--- src/rtl/rr_reg_write_arbiter.sv ---
// Round-robin arbiter that owns the write enable of one shared WIDTH-bit
// register; grants one requester per transfer and pulses its Ack on the write.
module rr_reg_write_arbiter #(
    parameter int NREQ  = 4,
    parameter int WIDTH = 32,
    parameter int CNT_W = 8,
    localparam int IDX_W = (NREQ > 1) ? $clog2(NREQ) : 1
) (
    input  logic                    Clock,
    input  logic                    Reset,
    input  logic [NREQ-1:0]         Req,
    input  logic [NREQ*WIDTH-1:0]   Data_In,
    output logic [NREQ-1:0]         Grant,
    output logic [NREQ-1:0]         Ack,
    output logic [WIDTH-1:0]        Data_Out,
    output logic [IDX_W-1:0]        Owner,
    output logic                    Busy,
    output logic [CNT_W-1:0]        Wr_Count
);

    typedef enum logic [1:0] {
        IDLE  = 2'd0,
        GRANT = 2'd1,
        DONE  = 2'd2
    } state_t;

    localparam logic [IDX_W-1:0] LAST_IDX = IDX_W'(NREQ - 1);

    state_t             r_state;
    logic [NREQ-1:0]    r_grant;
    logic [NREQ-1:0]    r_ack;
    logic [WIDTH-1:0]   r_data_out;
    logic [IDX_W-1:0]   r_owner;
    logic               r_busy;
    logic [CNT_W-1:0]   r_wr_count;
    logic [IDX_W-1:0]   r_last;
    logic [IDX_W-1:0]   r_winner;

    logic               w_any;
    logic [IDX_W-1:0]   w_pick;
    logic [IDX_W-1:0]   w_scan_idx;
    logic [WIDTH-1:0]   w_words [NREQ];
    logic               w_win_req;

    function automatic logic [NREQ-1:0] onehot(input logic [IDX_W-1:0] idx);
        logic [NREQ-1:0] v;
        v      = '0;
        v[idx] = 1'b1;
        return v;
    endfunction

    function automatic logic [IDX_W-1:0] next_idx(input logic [IDX_W-1:0] idx);
        return (idx == LAST_IDX) ? '0 : idx + 1'b1;
    endfunction

    always_comb begin
        for (int i = 0; i < NREQ; i++) begin
            w_words[i] = Data_In[i*WIDTH +: WIDTH];
        end
    end

    // Scan starts one past the last successful writer and wraps, so the
    // most recent writer is considered last.
    always_comb begin
        w_any      = 1'b0;
        w_pick     = '0;
        w_scan_idx = r_last;
        for (int k = 0; k < NREQ; k++) begin
            w_scan_idx = next_idx(w_scan_idx);
            if (!w_any && Req[w_scan_idx]) begin
                w_any  = 1'b1;
                w_pick = w_scan_idx;
            end
        end
    end

    assign w_win_req = Req[r_winner];

    always_ff @(posedge Clock or negedge Reset) begin
        if (!Reset) begin
            r_state    <= IDLE;
            r_grant    <= '0;
            r_ack      <= '0;
            r_data_out <= '0;
            r_owner    <= '0;
            r_busy     <= 1'b0;
            r_wr_count <= '0;
            r_last     <= LAST_IDX;
            r_winner   <= '0;
        end else begin
            case (r_state)
                IDLE: begin
                    r_ack <= '0;
                    if (w_any) begin
                        r_grant  <= onehot(w_pick);
                        r_winner <= w_pick;
                        r_busy   <= 1'b1;
                        r_state  <= GRANT;
                    end else begin
                        r_grant <= '0;
                        r_busy  <= 1'b0;
                    end
                end
                GRANT: begin
                    r_grant <= '0;
                    if (w_win_req) begin
                        r_data_out <= w_words[r_winner];
                        r_owner    <= r_winner;
                        r_last     <= r_winner;
                        r_ack      <= onehot(r_winner);
                        r_wr_count <= r_wr_count + 1'b1;
                        r_busy     <= 1'b1;
                        r_state    <= DONE;
                    end else begin
                        // Winner withdrew: drop the grant without touching history.
                        r_busy  <= 1'b0;
                        r_state <= IDLE;
                    end
                end
                DONE: begin
                    r_ack   <= '0;
                    r_grant <= '0;
                    r_busy  <= 1'b0;
                    r_state <= IDLE;
                end
                default: begin
                    r_grant <= '0;
                    r_ack   <= '0;
                    r_busy  <= 1'b0;
                    r_state <= IDLE;
                end
            endcase
        end
    end

    assign Grant    = r_grant;
    assign Ack      = r_ack;
    assign Data_Out = r_data_out;
    assign Owner    = r_owner;
    assign Busy     = r_busy;
    assign Wr_Count = r_wr_count;

endmodule

--- config.mk ---
export PLATFORM = sky130hd
export DESIGN_NAME = rr_reg_write_arbiter
export DESIGN_NICKNAME = d
export VERILOG_FILES = /design/src/rtl/rr_reg_write_arbiter.sv
export SDC_FILE = /design/constraint.sdc
export NUM_CORES = 1
export LEC_CHECK = 0
export BUFFER_PORTS_ARGS = -buffer_cell sky130_fd_sc_hd__buf_2
export CORE_MARGIN = 2
export CORE_UTILIZATION = 47
export CTS_CLUSTER_DIAMETER = 100
export DETAILED_ROUTE_END_ITERATION = 7
export HOLD_SLACK_MARGIN = 0.03
export MAX_ROUTING_LAYER = met4
export PLACE_DENSITY = 0.86
export SKIP_LAST_GASP = 1
export SYNTH_ARGS = -nofsm -noshare
export SYNTH_HDL_FRONTEND = slang
export SYNTH_SLANG_ARGS = --single-unit
--- constraint.sdc ---
create_clock -name Clock -period 3.8 [get_ports Clock]
set_clock_uncertainty 0.2 [all_clocks]
set_input_delay 0.57 -clock Clock [delete_from_list [all_inputs] [get_ports Clock]]
set_output_delay 0.57 -clock Clock [all_outputs]
set_load 0.01 [all_outputs]
==> results of run 1 <==
-- flip-flops by register name (all words and copies together), names as in the netlist --
| signal | flops |
|---|---|
| Ack | 4 |
| Busy | 1 |
| Data_Out | 32 |
| Grant | 4 |
| Owner | 2 |
| Wr_Count | 8 |
| r_last | 2 |
| r_state | 2 |
| r_winner | 2 |
-- routing by layer --
layer  up-vias  global-route usage, %
met5         -                      -
met4         0                  5.051
met3         8                  6.907
met2       129                  39.99
met1      1239                  28.65
li1       1158                      -
-- worst max-delay path, stage by stage (launching register included) --
cell and delay [ns]:
dfrtp_2 0.95, mux2i_1 0.36, o22ai_4 0.55, buf_12 0.28
mux2_2 0.36
-- layout by cell type (no fill, tap or decap), types with 4 or more instances in the layout --
cell / count
mux2_2: 34
nor2_1: 7
xnor2_1: 4
dfrtp_1: 53
mux4_2: 32
buf_2: 184
a21oi_1: 6
nand3_1: 6
clkbuf_8: 10
nand2_1: 7
-- synthesized netlist by cell type --
library cell,count
o22ai_4,1
mux2_2,34
or3_1,2
dfrtp_1,55
o31ai_1,2
o211a_1,1
mux2i_1,2
or4b_1,1
ha_1,2
nor2_1,7
nand3b_1,1
xnor2_2,2
mux4_2,32
and3_1,3
nand2b_1,2
a21o_1,2
buf_6,4
nor4_1,1
nand3_1,6
a21oi_1,6
clkbuf_1,2
nand2_1,7
buf_4,1
and4_1,1
xor2_1,1
nand4_4,2
nor3_1,1
buf_2,4
mux2_1,1
inv_1,3
or3b_4,1
nor3_2,1
and2_1,2
dfstp_2,2
buf_1,1
xnor2_1,4
o21ai_0,3
or2_2,2
-- cell type report --
class                      instances  share of cell area [%]
multi-input combinational        133                   37.08
sequential                        57                   33.29
timing repair buffer             187                   22.24
clock buffer                      12                   3.376
tap                               77                   2.241
clock inverter                     3                   1.513
inverter                           3                  0.2619
-- stage by stage --
step	instances	area (um2)	util, %
after CTS	472	4299	67.32
after detailed placement	457	4089	64.03
after global placement	457	4089	64.03
after global routing	472	4299	67.32
after floorplan	205	3118	-
final	472	4299	67.32
-- cells by family after synthesis --
group,after synthesis,share of synthesized area [%]
AOI/OAI and AO/OA,15,3.370
DFF,57,45.83
muxes,69,36.40
buffers and inverters,15,3.050
xor gates and xnor gates,7,2.448
and+or+nand+nor,40,8.106
adders and majority gates,2,0.8024
-- how the worst min path moves through the flow --
stage,endpoint,start,cells past startpoint
4_1_cts,Ack[0],Reset,1
5_1_grt,Ack[3],Reset,1
2_1_floorplan,Ack[0],Reset,0
3_3_place_gp,Owner[0],Owner[0],1
3_5_place_dp,Owner[0],Owner[0],1
6_report,Ack[3],Reset,1
-- power breakdown --
part | internal (uW) | total, uW | switching, uW
combinational | 936 | 1680 | 741
sequential | 903 | 1160 | 259
clock | 383 | 619 | 236
total | 2220 | 3460 | 1240
==> flow_metrics.tcl, run 1 <==
set metrics [dict create \
    run_status "finished clean" \
    cts_tree "yes" \
    ys_warn_count 0 \
    setup_violations 0 \
    criticalPathCategory "reg -> reg" \
    dr_wl_met2_mm 4.301 \
    drive_gt1_share_pct 70.63 \
    crit_arrival_ns 2.86 \
    grt_pass1_vias 2581 \
    vias 2534 \
    whs_ns 0.1099 \
    clk_pin_slew_ns 0.07 \
    fin_tns_setup_ns 0 \
    crit_path_max_fanout 40 \
    drc 0 \
    hold_violations 0 \
    row_count 29 \
    syn_avg_cell_area_um2 15.21 \
    netlist_area_um2 3118 \
    r2r_slack_ns 0.95 \
    cts.repair.resized 0 \
    synthTopCellsByArea "dfrtp_1 44%, mux4_2 23%, mux2_2 12%" \
    clock_sinks 57 \
    met3_length_um 731 \
    multi_input_area_um2 1594 \
    place_ws_ns 0.9663 \
    worst_r2r_endpoint "Data_Out[16]" \
    wl_per_cell_um 17.26 \
    cts_made_buffers 9 \
    p_total_uw 3458 \
    area_growth_syn_to_layout_pct 37.88 \
    drv_cap 0 \
    fin_crit_sh_pct 74.89 \
    fin_ws_ns 0.9541 \
    leakagePower_uw 0.002101 \
    initial_core_util_pct 48.82 \
    via_per_inst 5.369 \
    coreArea_um2 6386 \
    syn_nets 341 \
    grt_pass1_wl_mm 12.88 \
    cts_max_level 3 \
    dieArea_um2 7302 \
    fin_crit_ns 2.846 \
    yosys.area.top_type "dfrtp_1" \
    syn_inst 205 \
    antenna_found_initial 0 \
    postCtsHoldBufs 0 \
    power.density_nw_per_um2 804.5 \
    synth_top_area_share_pct 44.14 \
    endpoint "Data_Out[16]" \
    clock_latency_ns 0.34 \
    first_pass_iters 4 \
    crit_required_ns 3.81 \
    postRouteAntennaNets 0 \
    drt-initial-drc-count 67 \
    routedLengthMet1_mm 3.069 \
    rsz0062_at_grt "false" \
    seqCellArea_um2 1431 \
    finalMaxSlewViolations 0 \
    die_w_um 85.45 \
    port_buffers 184 \
    diodes 0 \
    fin_nets 527 \
    fill_cells 491 \
    r2r_cells 4 \
    track_usage_pct 23.77 \
    relSlewSlack_pct 40.56 \
    tightestPinTransition_ns 0.8916 \
    gp_congestion 0.8247 \
    synth_cell_types 38 \
    cts_setup_buffers 0 \
    clockBufferDepth 2 \
    rr_startpoint "r_winner[1]" \
    ir_drop_v 0.0004110 \
    dp_hpwl_mm 6.327 \
    max_freq_ghz 0.3514 \
    io_pins 185 \
    topRoutingLayerUsed "met4" \
    yosysSeqAreaShare_pct 45.83 \
    wl_mm 8.148 \
    critPathCaptureType "register" \
    clock-root-buffer "clkbuf_8" \
    overflow 0 \
    ys_ff_latch 57 \
    setup.worst_path.start "r_winner[1]" \
    grt_max_degree 41 \
    die_h_um 85.45 \
    startpoint_type "register" \
    hold_path.class "in -> async" \
]
Power figures use the tool's default switching activity.
==> run 2, diff against run 1 <==
--- a/config.mk
+++ b/config.mk
@@ -7,12 +7,12 @@
 export LEC_CHECK = 0
 export BUFFER_PORTS_ARGS = -buffer_cell sky130_fd_sc_hd__buf_2
 export CORE_MARGIN = 2
-export CORE_UTILIZATION = 47
+export CORE_UTILIZATION = 44
 export CTS_CLUSTER_DIAMETER = 100
 export DETAILED_ROUTE_END_ITERATION = 7
 export HOLD_SLACK_MARGIN = 0.03
 export MAX_ROUTING_LAYER = met4
-export PLACE_DENSITY = 0.86
+export PLACE_DENSITY = 0.81
 export SKIP_LAST_GASP = 1
 export SYNTH_ARGS = -nofsm -noshare
 export SYNTH_HDL_FRONTEND = slang
==> constraint.sdc (replaced) <==
create_clock -name Clock -period 2.8 [get_ports Clock]
set_clock_uncertainty 0.2 [all_clocks]
set_input_delay 0.42 -clock Clock [delete_from_list [all_inputs] [get_ports Clock]]
set_output_delay 0.42 -clock Clock [all_outputs]
set_load 0.01 [all_outputs]
==> run 2 against run 1 <==
Die area grew 6.5%. First-iteration DRC count up 55%. Register-to-register slack lost 0.45 ns. Clock power about the same. Final area is essentially flat. Sequential share of layout area about the same. Count of clock-buffer cells in the layout unchanged.
==> flow_metrics.tcl, run 2 (synthesis results as in run 1) <==
set metrics [dict create \
    area_growth_syn_to_layout_pct 37.92 \
    clock_latency_ns 0.33 \
    max_freq_ghz 0.4356 \
    stdcell_area_um2 4300 \
    fin_ws_ns 0.5045 \
    power.density_nw_per_um2 1035 \
    dp_hpwl_mm 6.264 \
    grt_max_degree 30 \
    initial_core_util_pct 45.64 \
    cts_max_level 3 \
    dp_cells 479 \
    layout_commonest_cell "buf_2" \
    crit_path_max_fanout 5 \
    rsz0062_at_grt "false" \
    critPathSlowestCell "dfstp_2" \
    hold_end "Ack[2]" \
    cts.repair.resized 0 \
    critPathCaptureType "register" \
    r2r_slack_ns 0.50 \
    fin_nets 531 \
    fin_tns_setup_ns 0 \
    drv_cap 0 \
    fin_crit_ns 2.295 \
    final_cell_mix "184 x buf_2, 53 x dfrtp_1, 34 x mux2_2, 32 x mux4_2, 9 x clkbuf_8" \
    cts_made_buffers 9 \
    port_buffers 184 \
    antenna_found_initial 0 \
    rr_startpoint "r_last[0]" \
    hold_violations 0 \
    diodes 0 \
    die_h_um 88.18 \
    hold_path.class "in -> reg" \
    die_w_um 88.18 \
    worst_r2r_endpoint "r_winner[0]" \
    grt_pass1_wl_mm 11.59 \
    dieArea_um2 7776 \
    crit_required_ns 2.84 \
    tightestPinTransition_ns 0.6871 \
    overflow 0 \
    finalMaxSlewViolations 0 \
    via_per_inst 5.145 \
    wl_mm 7.911 \
    place_ws_ns 0.5289 \
    critPathMaxStageDelay_ns 0.57 \
    clock-root-buffer "clkbuf_8" \
    fin_crit_sh_pct 81.98 \
    grt_pass1_vias 2538 \
    drive_gt1_share_pct 70.50 \
    ir_drop_v 0.0006347 \
    min_from "Req[2]" \
    coreArea_um2 6832 \
    io_pins 185 \
    crit_chain "ha_1 -> or3_1 -> and3_1 -> or4b_1 -> o21ai_0" \
    clockBufferDepth 2 \
    whs_path_depth 3 \
    r2r_cells 5 \
    clk_pin_slew_ns 0.06 \
    clock_sinks 57 \
    run_status "finished clean" \
    startpoint_type "register" \
    crit_arrival_ns 2.34 \
    relSlewSlack_pct 54.20 \
    instances_no_fill 496 \
    first_pass_iters 4 \
    row_count 30 \
    leakagePower_uw 0.002099 \
    wl_per_cell_um 15.95 \
    drc 0 \
    gp_congestion 0.8238 \
    largest_register_ffs 32 \
    cts_tree "yes" \
    drt-initial-drc-count 104 \
    crit_cells 5 \
    cpLargestDelayFamily "simple AND/OR/NAND/NOR gates" \
    setup_violations 0 \
    track_usage_pct 20.58 \
    postRouteAntennaNets 0 \
    placed_area_um2 4135 \
    crit_buf_inv 0 \
    criticalPathCategory "reg -> reg" \
    vias 2552 \
]
-- run 2: changes by cell type in the layout (fill, tap and decap cells not counted), sizes merged --
cell and delta:
buf +3, clkinv +3, dlygate4sd3 +1, bufinv -2
-- run 2: area by class of cell --
cell class	instances	area, um2
Clock inverter	4	20.02
Multi-Input combinational cell	133	1594
Tap cell	96	120.1
Timing Repair Buffer	191	988.4
Fill cell	551	2531
Sequential cell	57	1431
Inverter	3	11.26
Clock buffer	12	135.1
-- run 2: stage by stage --
| stage | hold slack [ns] | power [uW] | util, % |
|---|---|---|---|
| floorplan | -0.07559 | 3170 | - |
| global placement | 0.2680 | 3783 | 60.53 |
| detailed placement | 0.2790 | 3881 | 60.53 |
| CTS | 0.2039 | 4513 | 62.95 |
| global route | 0.2250 | 4759 | 62.95 |
| finish | 0.2189 | 4450 | 62.95 |
-- run 2: timing repair --
action | in CTS | in global routing
hold endpoints to repair | 28 | 0
hold buffers | 1 | 0
setup buffers | 0 | 0
-- run 2: how the worst max path moves through the flow --
stage,start,to,slack [ns]
final,r_last[0],r_winner[0],0.50
after global routing,r_last[0],r_winner[0],0.38
after CTS,r_last[0],r_winner[0],0.50
after detailed placement,r_last[0],r_winner[0],0.53
after global placement,r_last[0],r_winner[0],0.60
after floorplan,r_last[0],r_winner[0],0.64
-- run 2: power breakdown --
part	leakage [uW]	internal, uW	switching [uW]
logic	0.00132	1270	1050
registers	0.000693	1230	281
clock network	0.0000839	315	302
-- run 2: worst min-delay path: cells and delay by family --
family / cells / cell delay (ns)
AND/OR/NAND/NOR: 1 / 0.08
buffers and inverters: 1 / 0.14
AO/OA/AOI/OAI: 1 / 0.06
-- run 2: layer usage --
| metal | GRT usage (%) | vias to the layer above | share of wire [%] |
|---|---|---|---|
| li1 | - | 1171 | - |
| met1 | 22.42 | 1245 | 38 |
| met2 | 35.82 | 122 | 53 |
| met3 | 5.655 | 14 | 8.0 |
| met4 | 7.576 | 0 | 1.4 |
| met5 | - | - | 0 |
==> run 3, diff against run 2 <==
==> constraint.sdc (replaced) <==
create_clock -name Clock -period 2.4 [get_ports Clock]
set_clock_uncertainty 0.2 [all_clocks]
set_input_delay 0.36 -clock Clock [delete_from_list [all_inputs] [get_ports Clock]]
set_output_delay 0.36 -clock Clock [all_outputs]
set_load 0.01 [all_outputs]
==> run 3 against run 2 <==
Clock power is 64% higher. Sequential power increased by 14%. Maximum frequency is 1.1% higher. Via count shrank 0.86%. Count of clock-buffer cells in the layout increased by 2. Highest routed layer unchanged.
==> flow_metrics.tcl, run 3 (synthesis results as in run 1) <==
set metrics [dict create \
    criticalPathCategory "reg -> reg" \
    tightestPinTransition_ns 0.4446 \
    critPathSlowestCell "dfstp_2" \
    clockBufferDepth 2 \
    gp_congestion 0.7711 \
    crit_path_max_fanout 5 \
    clk_pin_slew_ns 0.06 \
    fin_crit_ns 2.272 \
    startpoint_type "register" \
    antenna_found_initial 0 \
    relSlewSlack_pct 69.51 \
    grt_max_degree 38 \
    finish.utilization_pct 64.38 \
    fin_crit_sh_pct 94.65 \
    clock-root-buffer "clkbuf_8" \
    multi_input_area_um2 1594 \
    postRouteAntennaNets 0 \
    initial_core_util_pct 45.64 \
    wl_per_cell_um 15.58 \
    cts_max_level 3 \
    dp_cells 480 \
    wl_mm 7.745 \
    dp_hpwl_mm 6.193 \
    die_h_um 88.18 \
    hold_path.class "in -> reg" \
    final_cell_mix "184 x buf_2, 53 x dfrtp_1, 34 x mux2_2, 32 x mux4_2, 12 x clkbuf_8" \
    drt-initial-drc-count 99 \
    fin_nets 532 \
    coreArea_um2 6832 \
    setup_violations 0 \
    crit_required_ns 2.45 \
    grt_pass1_wl_mm 11.47 \
    rsz0062_at_grt "false" \
    port_buffers 184 \
    critPathCaptureType "register" \
    io_pins 185 \
    max_freq_ghz 0.4402 \
    die_w_um 88.18 \
    seqCellArea_um2 1431 \
    fin_ws_ns 0.1284 \
    critPathMaxStageDelay_ns 0.56 \
    run_status "finished clean" \
    drc 0 \
    overflow 0 \
    drv_cap 0 \
    row_count 30 \
    power.density_nw_per_um2 1258 \
    drive_gt1_share_pct 70.82 \
    cts_setup_buffers 0 \
    fin_tns_setup_ns 0 \
    finalMaxSlewViolations 0 \
    cts_made_buffers 9 \
    hold_violations 0 \
    layout_commonest_cell "buf_2" \
    cts_tree "yes" \
    first_pass_iters 4 \
    place_ws_ns 0.1389 \
    vias 2530 \
    p_total_uw 5534 \
    clock_latency_ns 0.32 \
    diodes 0 \
    via_per_inst 5.091 \
    clock_sinks 57 \
    dieArea_um2 7776 \
    ir_drop_v 0.0006348 \
    track_usage_pct 20.16 \
    leakagePower_uw 0.002140 \
    largest_register_ffs 32 \
    instances_no_fill 497 \
    crit_chain "ha_1 -> or3_1 -> and3_1 -> or4b_1 -> nor2_1" \
    grt_pass1_vias 2471 \
    fill_cells 539 \
    area_growth_syn_to_layout_pct 41.05 \
    crit_arrival_ns 2.32 \
]
==> run 3: cell count changes in the layout (fill, tap and decap cells not counted), sizes merged <==
| cell | previous run | this run |
|---|---|---|
| buf | 190 | 191 |
| bufinv | 0 | 2 |
| clkbuf | 12 | 14 |
| clkinv | 4 | 0 |
==> run 3: power by group <==
group | switching [uW] | internal (uW)
clock | 344 | 671
sequential | 283 | 1430
combinational | 1280 | 1530
==> run 3: worst paths after layout <==
path                        startpoint      endpoint  slack (ns)  depth (start not counted)
max                          r_last[0]      Grant[1]        0.13                          5
min                             Req[2]        Ack[2]        0.17                          3
max reg2reg                  r_last[0]      Grant[1]        0.13                          5
max in group asynchronous        Reset  Data_Out[13]        1.09                          3
min reg2reg                Data_Out[9]   Data_Out[9]        0.28                          1
min in group asynchronous        Reset        Ack[2]        0.27                          2
==> run 3: per-layer routing <==
layer | vias up | wire length [um] | GRT usage [%]
li1 | 1172 | - | -
met1 | 1235 | 2998 | 23.83
met2 | 115 | 4125 | 34.45
met3 | 8 | 553 | 3.959
met4 | 0 | 68 | 6.887
met5 | - | 0 | -
==> run 3: stage by stage <==
| stage | hold WS (ns) | instance area, um2 |
|---|---|---|
| final | 0.1660 | 4398 |
| after global routing | 0.1671 | 4398 |
| after CTS | 0.1551 | 4398 |
| after detailed placement | 0.05818 | 4155 |
| after global placement | 0.05091 | 4155 |
| after floorplan | -0.1356 | 3118 |
==> run 3: final cells by class <==
cell class / count / share of cell area [%]
clock buffers: 14 / 3.926
inverters: 3 / 0.2560
clock inverters: 2 / 1.366
repair buffers: 192 / 22.93
well taps: 96 / 2.731
flip-flops and latches: 57 / 32.55
multi-input cells: 133 / 36.24
==> run 3: critical path, delay by kind of cell (launching register included) <==
family        cells  cell delay, ns
simple gates      4            1.17
fa+ha+maj         1            0.28
flops             1            0.56
==> run 3: what timing repair did <==
| item | in CTS | in global routing |
|---|---|---|
| hold buffers | 1 | 0 |
| resized for setup | 0 | 0 |
| endpoints found under the hold margin | 11 | 0 |
